**config.mk**
```make
export PLATFORM = sky130hd
export DESIGN_NAME = calculator_seq_param
export DESIGN_NICKNAME = d
export VERILOG_FILES = /design/src/rtl/calculator_seq_param.sv
export SDC_FILE = /design/constraint.sdc
export NUM_CORES = 1
export LEC_CHECK = 0
export CAP_MARGIN = 10
export CORE_MARGIN = 5
export CORE_UTILIZATION = 59
export CTS_CLUSTER_DIAMETER = 40
export DETAILED_ROUTE_END_ITERATION = 8
export PLACE_DENSITY = 0.86
export SLEW_MARGIN = 20
export SYNTH_ARGS = -nofsm -noshare
export SYNTH_HDL_FRONTEND = slang
export SYNTH_SLANG_ARGS = --single-unit
```
**constraint.sdc**
```tcl
create_clock -name clk -period 3.9 [get_ports clk]
set_input_delay 0.78 -clock clk [delete_from_list [all_inputs] [get_ports clk]]
set_output_delay 0.78 -clock clk [all_outputs]
set_load 0.1 [all_outputs]
```
**src/rtl/calculator_seq_param.sv**
```systemverilog
// Parametrised multi-cycle calculator: add/sub in one step,
// shift-add multiply and restoring divide over WIDTH steps.
module calculator_seq_param #(
  parameter int WIDTH = 16
) (
  input  logic             clk,
  input  logic             rst,
  input  logic             start,
  input  logic [2:0]       op,
  input  logic [WIDTH-1:0] a,
  input  logic [WIDTH-1:0] b,
  output logic [WIDTH-1:0] result,
  output logic [WIDTH-1:0] result_hi,
  output logic             overflow,
  output logic             error,
  output logic             busy,
  output logic             done
);

  localparam int CW = $clog2(WIDTH + 1);
  localparam logic [CW-1:0] LAST = CW'(WIDTH);

  localparam logic [2:0] OP_ADD = 3'b000;
  localparam logic [2:0] OP_SUB = 3'b001;
  localparam logic [2:0] OP_MUL = 3'b010;
  localparam logic [2:0] OP_DIV = 3'b011;
  localparam logic [2:0] OP_REM = 3'b100;

  localparam logic [1:0] S_IDLE = 2'd0;
  localparam logic [1:0] S_EXEC = 2'd1;
  localparam logic [1:0] S_ITER = 2'd2;

  logic [1:0]       state;
  logic [CW-1:0]    cnt;
  logic [2:0]       rop;
  logic [WIDTH-1:0] ra;
  logic [WIDTH-1:0] rb;
  logic [WIDTH-1:0] hi;
  logic [WIDTH-1:0] lo;

  logic [WIDTH:0]   add_sum;
  logic [WIDTH:0]   sub_dif;
  logic [WIDTH:0]   mul_sum;
  logic [WIDTH:0]   div_sh;
  logic [WIDTH-1:0] div_dif;
  logic             div_ge;
  logic             iter_op;

  // One-step datapath: add/sub, one multiply step, one divide step.
  always_comb begin
    add_sum = {1'b0, ra} + {1'b0, rb};
    sub_dif = {1'b0, ra} - {1'b0, rb};
    mul_sum = {1'b0, hi} + (lo[0] ? {1'b0, ra} : '0);
    div_sh  = {hi, lo[WIDTH-1]};
    div_ge  = div_sh >= {1'b0, rb};
    div_dif = div_sh[WIDTH-1:0] - rb;
    iter_op = (op == OP_MUL) ||
              (((op == OP_DIV) || (op == OP_REM)) && (b != '0));
  end

  // Control FSM with operand latch and result registers.
  always_ff @(posedge clk) begin
    if (rst) begin
      state     <= S_IDLE;
      cnt       <= '0;
      rop       <= '0;
      ra        <= '0;
      rb        <= '0;
      hi        <= '0;
      lo        <= '0;
      result    <= '0;
      result_hi <= '0;
      overflow  <= 1'b0;
      error     <= 1'b0;
      busy      <= 1'b0;
      done      <= 1'b0;
    end else begin
      done <= 1'b0;
      case (state)
        S_IDLE: begin
          if (start) begin
            ra        <= a;
            rb        <= b;
            rop       <= op;
            busy      <= 1'b1;
            cnt       <= '0;
            result    <= '0;
            result_hi <= '0;
            overflow  <= 1'b0;
            error     <= 1'b0;
            hi        <= '0;
            lo        <= (op == OP_MUL) ? b : a;
            state     <= iter_op ? S_ITER : S_EXEC;
          end
        end
        S_EXEC: begin
          unique case (1'b1)
            (rop == OP_ADD): begin
              result   <= add_sum[WIDTH-1:0];
              overflow <= add_sum[WIDTH];
            end
            (rop == OP_SUB): begin
              result   <= sub_dif[WIDTH-1:0];
              overflow <= sub_dif[WIDTH];
            end
            default: error <= 1'b1;
          endcase
          busy  <= 1'b0;
          done  <= 1'b1;
          state <= S_IDLE;
        end
        S_ITER: begin
          if (cnt == LAST) begin
            unique case (1'b1)
              (rop == OP_MUL): begin
                result    <= lo;
                result_hi <= hi;
                overflow  <= |hi;
              end
              (rop == OP_DIV): begin
                result    <= lo;
                result_hi <= hi;
              end
              default: begin
                result    <= hi;
                result_hi <= lo;
              end
            endcase
            busy  <= 1'b0;
            done  <= 1'b1;
            state <= S_IDLE;
          end else begin
            if (rop == OP_MUL) begin
              hi <= mul_sum[WIDTH:1];
              lo <= {mul_sum[0], lo[WIDTH-1:1]};
            end else begin
              hi <= div_ge ? div_dif : div_sh[WIDTH-1:0];
              lo <= {lo[WIDTH-2:0], div_ge};
            end
            cnt <= cnt + CW'(1);
          end
        end
        default: state <= S_IDLE;
      endcase
    end
  end

endmodule
```
### After elaboration in Yosys (flattened, before gate mapping)

Cells that the tools add are included.

| operators by class | value |
|---|---|
| add/sub/neg operators | 5 |
| multiply operators | 0 |
| divide/modulo/power cells | 0 |
| order comparisons | 1 |
| equal/unequal tests | 15 |
| shift operators | 0 |
| mux-type cells | 37 |
| bitwise logic cells | 0 |
| reduce and logical (&&, ||, !) cells | 20 |

Operator list:

| operator | number |
|---|---|
| 16-bit 2-to-1 mux | 13 |
| 16-bit one-hot mux with 2 select lines | 4 |
| 16-bit one-hot mux with 3 select lines | 1 |
| 16-bit by 16-bit adder with 17-bit output | 2 |
| 17-bit by 16-bit greater-or-equal comparator with 1-bit output | 1 |
| 16-bit by 16-bit subtractor with 17-bit output | 1 |
| 16-bit nonzero test | 1 |
| 16-bit OR reduction | 1 |
| 16-bit subtractor | 1 |
| 3-bit by 2-bit == test with 1-bit output (second input constant) | 4 |
| 3-bit AND reduction | 4 |
| 5-bit 2-to-1 mux | 2 |
| 2-bit inequality test (second input constant) | 5 |
| 5-bit one-hot mux with 2 select lines | 1 |
| 1-bit 2-to-1 mux | 7 |
| 2-bit 2-to-1 mux | 3 |
| 1-bit one-hot mux with 2 select lines | 3 |
| 1-bit one-hot mux with 3 select lines | 2 |
| 5-bit by 1-bit adder with 5-bit output (second input constant) | 1 |
| 5-bit == test (second input constant) | 1 |
| 5-bit AND reduction | 1 |
| 2-bit one-hot mux with 2 select lines | 1 |
| 2-bit AND reduction | 2 |
| 4-bit AND reduction | 1 |
| 12 further kinds | 15 |

| word-level totals | value |
|---|---|
| register bits after elaboration | 110 |
| latch bits | 0 |
| RAM bits | 0 |
| ROM bits | 0 |
| input bits | 38 |
| output and inout port bits | 36 |
| logic and storage cells | 91 |
| memories kept | 0 |

### Depth between registers and ports, before layout

Gate-level depths: netlist of the first run.

| depth | value |
|---|---|
| depth in word-level cells | 7 |
| depth in mapped cells | 15 |
| depth with buffers taken out | 13 |

### Worst setup path after synthesis of the first run

OpenSTA, ideal clock, no wires.

| timing | value |
|---|---|
| kind | register to register |
| start point | register lo[0] |
| end point | register hi[13] |
| setup time | 0.122 ns |
| arrival | 2.895 ns |
| required time | 3.778 ns |
| setup slack | 0.883 ns |
| stages on the path, launching flop included | 15 |
| buffers on the path | 2 |
| cells stage by stage | dfxtp_1 -> clkbuf_1 -> clkbuf_1 -> and2_1 -> ha_1 -> inv_1 -> fa_1 -> nor2b_4 -> o31a_1 -> o41ai_4 -> o21ai_2 -> a311oi_1 -> o21bai_1 -> xor2_1 -> a221o_1 |

| on the way | value |
|---|---|
| word-level cells in the longest chain between the ends | 5 |

Ends and longest elaborated chain:

| element | RTL line | text |
|---|---|---|
| start, declared | 39 | `logic [WIDTH-1:0] lo;` |
| start signal, assigned | 92 | `lo <= (op == OP_MUL) ? b : a;` |
| start signal, assigned | 135 | `lo <= {mul_sum[0], lo[WIDTH-1:1]};` |
| start signal, assigned | 138 | `lo <= {lo[WIDTH-2:0], div_ge};` |
| 16-bit 2-to-1 mux | 53 | `mul_sum = {1'b0, hi} + (lo[0] ? {1'b0, ra} : '0);` |
| 16-bit by 16-bit adder with 17-bit output | 53 |  |
| 16-bit 2-to-1 mux | 133 | `if (rop == OP_MUL) begin` |
| 16-bit 2-to-1 mux | 113 | `if (cnt == LAST) begin` |
| 16-bit one-hot mux with 2 select lines | 79 | `case (state)` |
| end signal, assigned | 134 | `hi <= mul_sum[WIDTH:1];` |
| end signal, assigned | 137 | `hi <= div_ge ? div_dif : div_sh[WIDTH-1:0];` |
| end, declared | 38 | `logic [WIDTH-1:0] hi;` |

Every way passes these cells. The select of a mux whose other input is x is not followed.
A chain may end at the register's enable or synchronous reset.

### Worst setup path after layout of the first run

| timing | value |
|---|---|
| start point | register rb[1] |
| end point | register hi[3] |

| on the way | value |
|---|---|
| word-level cells in the longest chain between the ends | 5 |
| elaborated cells between the ends (all ways) | 6 |
| those cells by class | add/sub: 1; order compare: 1; mux: 4 |

Ends and longest elaborated chain:

| element | RTL line | text |
|---|---|---|
| start, declared | 37 | `logic [WIDTH-1:0] rb;` |
| start signal, assigned | 68 | `rb <= '0;` |
| start signal, assigned | 83 | `rb <= b;` |
| 16-bit subtractor / 17-bit by 16-bit greater-or-equal comparator with 1-bit output (equally long branches) | 56, 55 |  |
| 16-bit 2-to-1 mux * | 137 |  |
| 16-bit 2-to-1 mux * | 133 |  |
| 16-bit 2-to-1 mux * | 113 |  |
| 16-bit one-hot mux with 2 select lines * | 79 |  |

Every way passes the cells marked *; elsewhere a longest branch is shown, timed or not. The select of a mux whose other input is x is not followed.

==> flow_summary.json, run 1 <==
{
  "cts_sinks": 110,
  "startpoint_type": "flop",
  "syn_avg_cell_area_um2": 7.39,
  "power_mw": 3.18,
  "ys_ff_latch": 110,
  "vias": 8659,
  "power_density_nw_per_um2": 336,
  "path_class": "reg2reg",
  "drv_slew": 0,
  "slew_headroom_pct": 23.8,
  "fin_crit_sh_pct": 81.3,
  "setup_viol": 0,
  "hpwl_mm": 19.9,
  "synth-adder-area-share_pct": 11.5,
  "maxCapViolCount": 0,
  "grt_setup_unrepaired": "false",
  "drtIter0Drc": 1140,
  "critPathRequiredTime_ps": 4150,
  "route.final.wire_length_mm": 26.2,
  "post_cts_resize_count": 0,
  "diodes": 0,
  "ir_drop_mv": 0.230,
  "grt_pass1_vias": 8020,
  "worst_slew_pin_slew_ps": 1140,
  "synth_seq_area_share_pct": 26.5,
  "layout_common_cells": "nand2_1 (183), a21oi_1 (149), dfxtp_1 (110)",
  "track_usage_pct": 31.6,
  "final-seq-area_um2": 2200,
  "hold_viol_final": 0,
  "fmax_mhz": 315,
  "antenna_left": 0,
  "synth_top_area_share_pct": 26.5,
  "cts_tree": "yes",
  "area_growth_pct": 13.9,
  "worstSetupEndpointType": "flop",
  "clk_pin_slew_ps": 80,
  "die_x_um": 129,
  "synth_area_leaders": "dfxtp_1 (27%), ha_1 (11%), a21oi_1 (9.0%), nand2_1 (8.3%), nor2_1 (4.7%)",
  "synth_xor_xnor_area_share_pct": 4.12,
  "antenna_found_initial": 0,
  "post_drt_via_cell_ratio": 6.41,
  "synth_top_family_by_area": "compound AO/OA/AOI/OAI gates",
  "yosysWarnings": 0,
  "grt_max_degree": 51,
  "gp_congestion": 1.01,
  "cts_root_buffer": "clkbuf_16",
  "ys.flop_type": "dfxtp_1",
  "htree_levels": 3,
  "clk_latency_ps": 360,
  "coreArea_um2": 13800,
  "status": "finished clean",
  "mostFrequentLayoutCell": "nand2_1",
  "layout_min_cycle_time_ps": 3170,
  "nNetsFinal": 1277,
  "row_count": 43,
  "cp.arrival_ps": 3420,
  "synth-simple-area-share_pct": 22.6,
  "cts_buffers": 9,
  "dieHeight_um": 129,
  "synthArstFlopShare_pct": 0,
  "syn-num-nets": 1235,
  "synth.largest_area_cell": "dfxtp_1",
  "utilization_pct": 68.4,
  "muxShareOfSynthArea_pct": 3.17,
  "grt_overflow_total": 0,
  "drive_gt1_share_pct": 4.36,
  "fillers": 1190,
  "cts_buffer_depth": 2,
  "drt_pre_antenna_iters": 6,
  "die-area_um2": 16500,
  "tns_ps": 0,
  "multiInputGateArea_um2": 5710,
  "postCtsHoldBufs": 0,
  "min_path_type": "reg2reg",
  "initial_core_util_pct": 60.0,
  "synth_compound_area_share_pct": 27.3,
  "synth_area_um2": 8300,
  "io_buffers": 73,
  "synth_edf_count": 0,
  "wl_per_cell_um": 19.4,
  "cts_setup_buffers": 0,
  "grt_pass1_wl_mm": 41.6,
  "cp_max_fo": 15,
  "ios": 74,
  "leakage_nw": 3.79,
  "post-route-drc-count": 0,
  "syn_inst": 1123,
  "final.setup_skew_ps": 11.4,
  "synth_cell_types": 64
}
critical path, cell delays in order (launching register included):
cell     delay [ps]
dfxtp_1         410
inv_1           150
ha_1            320
nor2b_1         150
nor2_1           60
o221a_1         280
o31a_1          380
nand2_1          90
a41o_1          580
mux2_2          400
a21oi_1         130
o21ai_0         100
synthesized netlist by cell type (4+ instances only):
master and instances:
a211oi_1 26, a21o_1 26, a21oi_1 149, a22o_1 5
a22oi_1 8, a311oi_1 17, a31oi_1 5, and2_1 20
buf_2 4, clkbuf_1 53, dfxtp_1 110, fa_1 4
ha_1 70, inv_1 41, mux2i_1 24, nand2_1 183
nand2b_1 14, nand3_1 11, nand4_1 9, nor2_1 103
nor2b_1 29, nor3_1 30, nor4_1 10, o21a_1 9
o21ai_0 43, o21bai_1 9, o221ai_1 4, o22ai_1 12
xnor2_1 22, xor2_1 17
registers in the layout, summed over array words and instances, names as in the netlist:
register   count
result        16
done           1
hi            16
state          2
rop            3
ra            16
busy           1
cnt            5
error          1
result_hi     16
rb            16
overflow       1
lo            16
final timing paths:
check,endpoint,from,slack (ps),cells past startpoint
max,hi[3],rb[1],730,11
min,result[6],result[6],460,2
max reg2reg,hi[3],rb[1],730,11
min reg2reg,result[6],result[6],460,2
stage by stage:
stage               hold slack, ps  cell area, um^2  cells  setup slack, ps
CTS                            459             9450   1350              766
global placement               451             9160   1334              755
floorplan                      453             8300   1123              883
detailed placement             448             9160   1334              643
global route                   496             9460   1350              555
finish                         457             9460   1350              728
area by class of cell:
class	count	share of cell area, %
multi-input combinational	910	60.4
sequential	110	23.3
inverter	42	1.67
timing repair buffer	92	9.18
tap	180	2.38
clock inverter	6	0.662
clock buffer	10	2.42
per-layer routing:
| metal | routed length, um | part of all wire [%] | track usage (%) | vias to the layer above |
|---|---|---|---|---|
| met5 | 0 | 0 | 0 | - |
| met4 | 1070 | 4.1 | 12.7 | 0 |
| met3 | 2910 | 11 | 6.81 | 76 |
| met2 | 11700 | 45 | 49.5 | 492 |
| met1 | 10600 | 40 | 42.6 | 4026 |
| li1 | - | - | - | 4065 |
power breakdown:
| group | switching (mW) | internal (mW) | leakage, nW |
|---|---|---|---|
| clock network | 0.474 | 0.452 | 0.142 |
| logic | 0.615 | 0.381 | 2.75 |
| registers | 0.0808 | 1.17 | 0.895 |
cell families after synthesis:
logic type	after synthesis
xor gates and xnor gates	39
AOI/OAI and AO/OA	352
buffers and inverters	103
adders and majority gates	74
muxes	26
and+or+nand+nor	419
DFF	110
Power figures use the tool's default switching activity.
==> inputs of run 2 (changes only) <==
Settings changed: CORE_UTILIZATION 59 to 53, PLACE_DENSITY 0.86 to 0.82.
Clock period 3.9 ns to 2.89 ns, I/O delays scaled along.
==> run 2 against run 1 <==
  * Wire length rose by 3.2%
  * Cell count rose by 4.3%
  * Die area rose by 10%
  * Hold slack improved by 6.2 ps
  * Design area rose by 3.1%
  * Global-route usage fell by 2.4 points
  * Maximum frequency rose by 15%
  * Utilization fell by 4.5 points
  * First-iteration DRC count fell by 18%
  * Via count barely moved
  * Critical path type unchanged
  * Largest power group unchanged
  * Highest routed layer unchanged
==> flow_summary.json, run 2 (synthesis gave the netlist of run 1 again) <==
{
  "leakage_nw": 4.02,
  "ios": 74,
  "gp_congestion": 0.998,
  "p_sw_share_pct": 35.7,
  "track_usage_pct": 29.2,
  "hpwl_mm": 20.9,
  "min_path_type": "reg2reg",
  "wl_per_cell_um": 19.2,
  "internal_power_mw": 2.83,
  "layout_min_cycle_time_ps": 2770,
  "share_comb_of_total_power_pct": 32.1,
  "drv_slew": 0,
  "die-area_um2": 18300,
  "p_switching_mw": 1.57,
  "cts_root_buffer": "clkbuf_16",
  "postCtsHoldBufs": 0,
  "hold_viol_final": 0,
  "nNetsFinal": 1305,
  "row_count": 45,
  "final_area_um2": 9750,
  "post_drt_via_cell_ratio": 6.15,
  "status": "finished clean",
  "cts_buffer_depth": 2,
  "clk_pin_slew_ps": 80,
  "utilization_pct": 63.9,
  "vias": 8665,
  "worstSetupEndpointType": "flop",
  "grt_max_degree": 54,
  "diodes": 0,
  "multiInputGateArea_um2": 5800,
  "layout_common_cells": "nand2_1 (183), a21oi_1 (149), dfxtp_1 (106)",
  "setup_viol": 0,
  "grt_pass1_wl_mm": 42.2,
  "cp_max_fo": 4,
  "final.setup_skew_ps": 7.85,
  "die_x_um": 135,
  "startpoint_type": "flop",
  "power_frac_seq_pct": 38.4,
  "cp.arrival_ps": 3030,
  "cts_tree": "yes",
  "fin_crit_sh_pct": 95.8,
  "fillers": 1341,
  "maxCapViolCount": 0,
  "drt_pre_antenna_iters": 5,
  "fmax_mhz": 361,
  "drive_gt1_share_pct": 11.2,
  "placed_area_um2": 9360,
  "antenna_found_initial": 0,
  "route.final.wire_length_mm": 27.1,
  "cts_buffers": 9,
  "cts_sinks": 110,
  "critPathRequiredTime_ps": 3150,
  "slew_headroom_pct": 35.4,
  "htree_levels": 3,
  "io_buffers": 73,
  "coreArea_um2": 15300,
  "clkPwrFrac_pct": 29.5,
  "cts_setup_buffers": 0,
  "power_density_nw_per_um2": 451,
  "clk_latency_ps": 360,
  "grt_overflow_total": 0,
  "final-seq-area_um2": 2210,
  "path_class": "reg2reg",
  "initial_core_util_pct": 54.4,
  "area_growth_pct": 17.5,
  "drtIter0Drc": 930,
  "worst_slew_pin_slew_ps": 969,
  "mostFrequentLayoutCell": "nand2_1",
  "grt_setup_unrepaired": "true",
  "grt_pass1_vias": 7972,
  "ir_drop_mv": 0.321,
  "dieHeight_um": 135,
  "antenna_left": 0,
  "post-route-drc-count": 0
}
-- run 2: cell count changes in the layout (fill, tap and decap cells not counted), moves of 3 or more --
cell	change
buf_4	+61
clkdlybuf4s50_1	-36
dfxtp_1	-4
dfxtp_2	+4
buf_12	+3
ha_1	-3
ha_4	+3
-- run 2: final cells by class --
cell class / instances / area share, %
multi-input combinational: 910 / 59.4
sequential: 110 / 22.6
timing repair buffer: 120 / 10.5
tap: 211 / 2.71
clock buffer: 9 / 2.31
inverter: 42 / 1.62
clock inverter: 6 / 0.783
-- run 2: per-stage QoR --
step | instances | total power, mW | setup slack [ps] | hold slack (ps) | setup TNS [ps]
2_1_floorplan | 1123 | 2.65 | 18.4 | 453 | 0
3_3_place_gp | 1393 | 3.06 | 127 | 454 | 0
3_5_place_dp | 1393 | 3.08 | 27.7 | 455 | 0
4_1_cts | 1408 | 4.35 | 8.89 | 465 | 0
5_1_grt | 1408 | 4.59 | -9.75 | 492 | -9.75
6_report | 1408 | 4.40 | 121 | 463 | 0
-- run 2: per-layer routing --
layer  track usage [%]  vias to the layer above  share of wire (%)
met3              5.14                       67                 10
met5                 0                        -                  0
met4              13.3                        0                4.6
met2              43.3                      441                 43
met1              41.2                     4027                 43
li1                  -                     4130                  -
-- run 2: critical path: stages, from the launching register on --
cell and delay, ps:
dfxtp_2 340, and2_4 170, ha_4 160, inv_2 60, fa_2 240, nor2b_4 50, o31a_1 300, o41ai_4 290
o21ai_2 100, a311oi_2 270, o21bai_2 140, a2111oi_4 320, a2111oi_2 60, a21o_1 160
-- run 2: timing repair --
item                       in CTS  in global routing
hold endpoints to repair        0                  0
setup endpoints to repair       0                  8
gates resized for setup         0                 16
-- run 2: worst paths after layout --
path / startpoint / end / slack (ps) / cells after the start
max reg2reg: ra[0] / hi[15] / 120 / 13
min reg2reg: result[0] / result[0] / 460 / 2
max: ra[0] / hi[15] / 120 / 13
min: result[0] / result[0] / 460 / 2
-- run 2: power groups by stage --
stage	registers (mW)	logic [mW]	clock network, mW
after CTS	1.68	1.37	1.30
after floorplan	1.70	0.949	0
after global routing	1.70	1.53	1.36
after global placement	1.72	1.34	0
final	1.69	1.41	1.30
after detailed placement	1.72	1.36	0
